$ cat src/rtl/capture_pkg.sv
// Shared types and default sizes for the capture write-side sequencer.
package capture_pkg;

    localparam int unsigned DEF_DIV_W      = 24;
    localparam int unsigned DEF_CNT_W      = 32;
    localparam int unsigned DEF_RST_CYCLES = 8;
    localparam int unsigned PROBE_W        = 16;

    typedef enum logic [2:0] {
        IDLE  = 3'd0,
        FLUSH = 3'd1,
        WAIT  = 3'd2,
        RUN   = 3'd3,
        OVF   = 3'd4
    } state_e;

endpackage

$ cat src/rtl/sample_rate_divider.sv
// Down-counting strobe generator: strobes on the first enabled cycle after load,
// then once every divider+1 cycles.
module sample_rate_divider
    import capture_pkg::*;
#(
    parameter int unsigned DIV_W = DEF_DIV_W
) (
    input  logic             clk,
    input  logic             rst_n,
    input  logic             load,
    input  logic             enable,
    input  logic [DIV_W-1:0] divider,
    output logic             strobe_c
);

    logic [DIV_W-1:0] cnt_q;

    assign strobe_c = enable && (cnt_q == '0);

    // Counting down from the latched value keeps the period exact at DIV_W bits.
    always_ff @(posedge clk or negedge rst_n) begin
        if (!rst_n) begin
            cnt_q <= '0;
        end else if (load) begin
            cnt_q <= '0;
        end else if (enable) begin
            cnt_q <= strobe_c ? divider : (cnt_q - DIV_W'(1));
        end
    end

endmodule

$ cat src/rtl/capture_sequencer.sv
// Write-side controller for the sample FIFO: flush, recovery wait, then strobed
// masked probe writes with sample counting and sticky overflow.
module capture_sequencer
    import capture_pkg::*;
#(
    parameter int unsigned DIV_W      = DEF_DIV_W,
    parameter int unsigned CNT_W      = DEF_CNT_W,
    parameter int unsigned RST_CYCLES = DEF_RST_CYCLES
) (
    input  logic               clk,
    input  logic               rst_n,
    input  logic               start,
    input  logic               stop,
    input  logic [DIV_W-1:0]   divider,
    input  logic [PROBE_W-1:0] chan_mask,
    input  logic [PROBE_W-1:0] probe,
    input  logic               fifo_full,
    output logic               fifo_rst,
    output logic [PROBE_W-1:0] sample_data,
    output logic               sample_data_avail,
    output logic               busy,
    output logic               overflow,
    output logic [CNT_W-1:0]   sample_count
);

    localparam int unsigned     PH_W      = (RST_CYCLES > 1) ? $clog2(RST_CYCLES) : 1;
    localparam logic [PH_W-1:0] PH_RELOAD = PH_W'(RST_CYCLES - 1);

    state_e               state_q, state_d;
    logic [PH_W-1:0]      phase_q, phase_d;
    logic [DIV_W-1:0]     div_q, div_d;
    logic [PROBE_W-1:0]   mask_q, mask_d;
    logic [PROBE_W-1:0]   sync1_q, sync2_q;
    logic                 strobe;
    logic                 start_cap;
    logic                 write_now;
    logic                 ovf_now;
    logic                 fifo_rst_d;
    logic [PROBE_W-1:0]   sample_data_d;
    logic                 avail_d;
    logic                 busy_d;
    logic                 overflow_d;
    logic [CNT_W-1:0]     count_d;

    sample_rate_divider #(
        .DIV_W (DIV_W)
    ) u_divider (
        .clk      (clk),
        .rst_n    (rst_n),
        .load     (state_q != RUN),
        .enable   (state_q == RUN),
        .divider  (div_q),
        .strobe_c (strobe)
    );

    // State register.
    always_ff @(posedge clk or negedge rst_n) begin
        if (!rst_n) begin
            state_q <= IDLE;
        end else begin
            state_q <= state_d;
        end
    end

    // Next-state logic; stop wins over start and over a full-FIFO strobe.
    always_comb begin
        state_d = state_q;
        case (state_q)
            IDLE:  if (start && !stop) state_d = FLUSH;
            FLUSH: begin
                if (stop)                 state_d = IDLE;
                else if (phase_q == '0)   state_d = WAIT;
            end
            WAIT: begin
                if (stop)                 state_d = IDLE;
                else if (phase_q == '0)   state_d = RUN;
            end
            RUN: begin
                if (stop)                      state_d = IDLE;
                else if (strobe && fifo_full)  state_d = OVF;
            end
            OVF:   if (start) state_d = FLUSH;
            default: state_d = IDLE;
        endcase
    end

    // Output and datapath next values, all registered below.
    always_comb begin
        start_cap     = ((state_q == IDLE) && start && !stop) || ((state_q == OVF) && start);
        write_now     = (state_q == RUN) && strobe && !stop && !fifo_full;
        ovf_now       = (state_q == RUN) && strobe && !stop && fifo_full;
        phase_d       = phase_q;
        div_d         = div_q;
        mask_d        = mask_q;
        fifo_rst_d    = (state_d == FLUSH);
        busy_d        = (state_d == FLUSH) || (state_d == WAIT) || (state_d == RUN);
        avail_d       = write_now;
        sample_data_d = write_now ? (sync2_q & mask_q) : sample_data;
        overflow_d    = overflow;
        count_d       = sample_count;

        if (start_cap) begin
            phase_d    = PH_RELOAD;
            div_d      = divider;
            mask_d     = chan_mask;
            overflow_d = 1'b0;
            count_d    = '0;
        end else if ((state_q == FLUSH) || (state_q == WAIT)) begin
            phase_d = (phase_q == '0) ? PH_RELOAD : (phase_q - PH_W'(1));
        end

        if (ovf_now) begin
            overflow_d = 1'b1;
        end
        if (write_now && (sample_count != {CNT_W{1'b1}})) begin
            count_d = sample_count + CNT_W'(1);
        end
    end

    // Datapath registers, probe synchronizer and registered outputs.
    always_ff @(posedge clk or negedge rst_n) begin
        if (!rst_n) begin
            phase_q           <= '0;
            div_q             <= '0;
            mask_q            <= '0;
            sync1_q           <= '0;
            sync2_q           <= '0;
            fifo_rst          <= 1'b0;
            sample_data       <= '0;
            sample_data_avail <= 1'b0;
            busy              <= 1'b0;
            overflow          <= 1'b0;
            sample_count      <= '0;
        end else begin
            phase_q           <= phase_d;
            div_q             <= div_d;
            mask_q            <= mask_d;
            sync1_q           <= probe;
            sync2_q           <= sync1_q;
            fifo_rst          <= fifo_rst_d;
            sample_data       <= sample_data_d;
            sample_data_avail <= avail_d;
            busy              <= busy_d;
            overflow          <= overflow_d;
            sample_count      <= count_d;
        end
    end

endmodule

$ cat config.mk
export PLATFORM = sky130hd
export DESIGN_NAME = capture_sequencer
export DESIGN_NICKNAME = d
export VERILOG_FILES = /design/src/rtl/capture_pkg.sv /design/src/rtl/sample_rate_divider.sv /design/src/rtl/capture_sequencer.sv
export SDC_FILE = /design/constraint.sdc
export NUM_CORES = 1
export LEC_CHECK = 0
export ABC_AREA = 1
export BUFFER_PORTS_ARGS = -buffer_cell sky130_fd_sc_hd__buf_2
export CAP_MARGIN = 5
export CELL_PAD_IN_SITES_DETAIL_PLACEMENT = 1
export CELL_PAD_IN_SITES_GLOBAL_PLACEMENT = 2
export CORE_MARGIN = 4
export CORE_UTILIZATION = 33
export CTS_CLUSTER_DIAMETER = 40
export CTS_CLUSTER_SIZE = 12
export DETAILED_ROUTE_END_ITERATION = 10
export GPL_ROUTABILITY_DRIVEN = 0
export PLACE_DENSITY = 0.86
export SYNTH_ARGS = -nofsm -noshare
export SYNTH_HDL_FRONTEND = slang
export SYNTH_SLANG_ARGS = --single-unit
$ cat constraint.sdc
create_clock -name clk -period 2 [get_ports clk]
set_input_delay 0.1 -clock clk [delete_from_list [all_inputs] [get_ports clk]]
set_output_delay 0.1 -clock clk [all_outputs]
set_load 0.01 [all_outputs]
==> summary.md <==
| Metric | Value |
|---|---|
| Status | `finished, final reports clean` |
| Final worst slack | `slightly above 0.1 ns` |
| R2r startpoint | `u_divider.cnt_q[0]` |
| Fin crit period | `1.90 ns` |
| TritonCTS clock tree | `yes` |
| 1st-iter DRT viols | `263` |
| Router iterations before antenna repair | `4` |
| Core area | `21100 um^2` |
| Worst VDD drop | `0.000596 V` |
| Initial Util | `33.6%` |
| Final worst-path cycle share | `94.9%` |
| Post-synth ARST share | `100%` |
| CP startpoint | `u_divider.cnt_q[0]` |
| Final instance area | `9580 um^2` |
| Post-synthesis sequential element count | `154` |
| Worst-margin pin slew | `0.593 ns` |
| Root Driver | `clkbuf_16` |
| Setup CP Type | `reg2reg` |
| Global-route wire length before repair | `36500 um` |
| Main flop type after synthesis | `dfrtp_1` |
| Layout cells sized above 1 | `20.8%` |
| Post-route ant nets | `0` |
| Startpoint Class | `register` |
| Most common cell in the netlist | `nand2_1` |
| Die height | `about 150 um` |
| DP Worst Slack | `-0.0310 ns` |
| Slew Limit Fails | `0` |
| Mapped cell area | `7090 um^2` |
| H-tree depth | `4` |
| Slew Limit Headroom | `60.5%` |
| # rows | `53` |
| Total grt overflow | `0` |
| CP endpoint kind | `register` |
| Vias in the first global route | `7138` |
| Initial antenna violation count | `0` |
| Cell variety after synth | `31` |
| Post-Syn Area per Cell | `about 8.3 um^2` |
| Crit path arrival time | `2.20 ns` |
| Chip width | `155 um` |
| Clk sinks | `154` |
| Drt total wl | `21900 um` |
| Vias per inst | `4.75` |
| Final Hold Viols | `0` |
| Tot Pwr | `7.23 mW` |
| DRC Markers | `0` |
| Maxcap violations | `0` |
| Deepest clock path buffer count | `2` |
| Final setup vio count | `0` |
| Routed length per placed instance | `16.1 um` |
| P&R area growth vs syn | `35.1%` |
| Fillers | `2548` |
| Cell Pwr Density | `754 nW/um^2` |
| Die Area | `23900 um^2` |
| Worst-Skew Late Latency | `0.43 ns` |
| Syn Inst Count | `857` |
| YS warnings | `0` |
| GR Util All Layers | `around a fifth` |
| Multi-input logic area | `between 2000 and 3000 um^2` |
| Clk slew on worst S/H paths | `0.07 ns` |
| # diodes | `0` |
| Top cell type's share of synthesized area | `54.3%` |
| Placed instance area | `between 8000 and 9000 um^2` |
| Largest area contributor in the netlist | `dfrtp_1` |
| Worst min path class | `in2async` |
| Number of synthesized flops with an enable pin | `0` |
| Post-synth top cells | `317 x nand2_1, 154 x dfrtp_1, 97 x nor2_1` |
| Largest net degree at the start of global routing | `52` |
| Fmax | `0.527 GHz` |
| I/O pins | `113` |
| FF+latch area | `slightly below 4000 um^2` |
| Hold_ws | `0.171 ns` |
| Synth Net Count | `roughly 900` |
| Num CTS Buffers | `17` |
| CP required | `2.31 ns` |
| Final #Nets | `1137` |
| Clk_skew | `approximately 0.012 ns` |
| Input/output buffers | `112` |
| P_leak | `5.14 nW` |
| Dominant cells by area after synthesis | `dfrtp_1 54%, nand2_1 17%, nor2_1 5.1%` |
| DP HPWL | `between 10000 and 15000 um` |
| Sequential area share after synthesis | `54.3%` |
| Crit path max fanout | `8` |
| Vias after detailed routing | `6458` |
## registers in the layout, summed over array words and instances (netlist names)
register	cells
busy	1
div_q	24
fifo_rst	1
mask_q	16
overflow	1
phase_q	3
sample_count	32
sample_data	16
sample_data_avail	1
state_q	3
sync1_q	16
sync2_q	16
u_divider.cnt_q	24
## repair_timing
action / 4_1_cts / 5_1_grt
endpoints found under the hold margin: 181 / 0
gates resized for setup: 1 / 17
buffers inserted: 1 / 4
endpoints found under the setup margin: 10 / 58
hold buffers: 59 / 0
pin swaps: 1 / 4
gates cloned: 0 / 2
## area by class of cell
cell class                      count  area share (%)
Inverter                           55            2.15
Sequential cell                   154            40.2
Multi-Input combinational cell    623            31.1
Clock buffer                       21            4.80
Tap cell                          275            3.59
Timing Repair Buffer              220            17.1
Clock inverter                     11            1.04
## kinds of logic after synthesis
logic type | synth area share, %
flip-flops | 54.3
AND/OR/NAND/NOR | 29.8
adder cells (fa/ha/maj) | 0.882
buffers and inverters | 4.62
XOR/XNOR | 5.31
AO/OA/AOI/OAI | 5.06
## layout by cell type, fill, tap and decap left out, types with 5 or more instances in the layout
master / Yosys / layout
nor3_1: 9 / 8
o21ai_0: 47 / 47
nand3_1: 54 / 50
buf_12: 0 / 6
nand2_1: 317 / 314
clkbuf_16: 0 / 19
nor2_4: 5 / 6
nand3_2: 1 / 5
nor2_2: 9 / 12
inv_1: 54 / 52
buf_2: 1 / 111
dfrtp_1: 154 / 154
a21oi_1: 17 / 17
nor2_1: 97 / 93
dlygate4sd3_1: 0 / 59
nand4_1: 5 / 5
xor2_1: 28 / 28
buf_4: 3 / 40
xnor2_1: 15 / 15
## routing by layer
layer  vias up  part of all wire, %  global-route usage [%]
met3        21                  3.7                    3.86
met1      3204                   45                    24.3
li1       3125                    -                       -
met4         0                  1.3                    4.79
met5         -                    0                       0
met2       108                   50                    32.8
## path summary, 6_finish.rpt
check / end / slack [ns] / depth (start not counted)
setup / recovery: sample_count[14] / 0.10 / 13
hold / removal: sample_data[13] / 0.17 / 2
setup reg to reg: sample_count[14] / 0.10 / 13
hold reg to reg: sync2_q[9] / 0.35 / 0
max in group asynchronous: mask_q[3] / 1.14 / 3
min in group clk: state_q[1] / 0.23 / 4
## where the power goes
part           internal, mW  switching (mW)
combinational         0.290           0.379
clock                  1.70            1.40
sequential             3.34           0.119
## critical path: stages, from the launching register on
cell and delay, ns:
dfrtp_1 0.39, inv_2 0.08, ha_4 0.13, inv_1 0.04
nor2_1 0.08, nand2_1 0.07, nor2_2 0.14, nand2_2 0.09
nor2_4 0.20, nand4_4 0.10, buf_4 0.20, buf_12 0.14
nand3_1 0.07, nand2_1 0.06
## per-stage QoR
| stage | cells | utilization [%] | TNS, ns |
|---|---|---|---|
| 2_1_floorplan | 857 | - | 0 |
| 3_3_place_gp | 1261 | 39.1 | 0 |
| 3_5_place_dp | 1261 | 39.1 | -0.140 |
| 4_1_cts | 1353 | 44.7 | 0 |
| 5_1_grt | 1359 | 45.4 | -0.213 |
| 6_report | 1359 | 45.4 | 0 |
(Power assumes the default switching activity.)
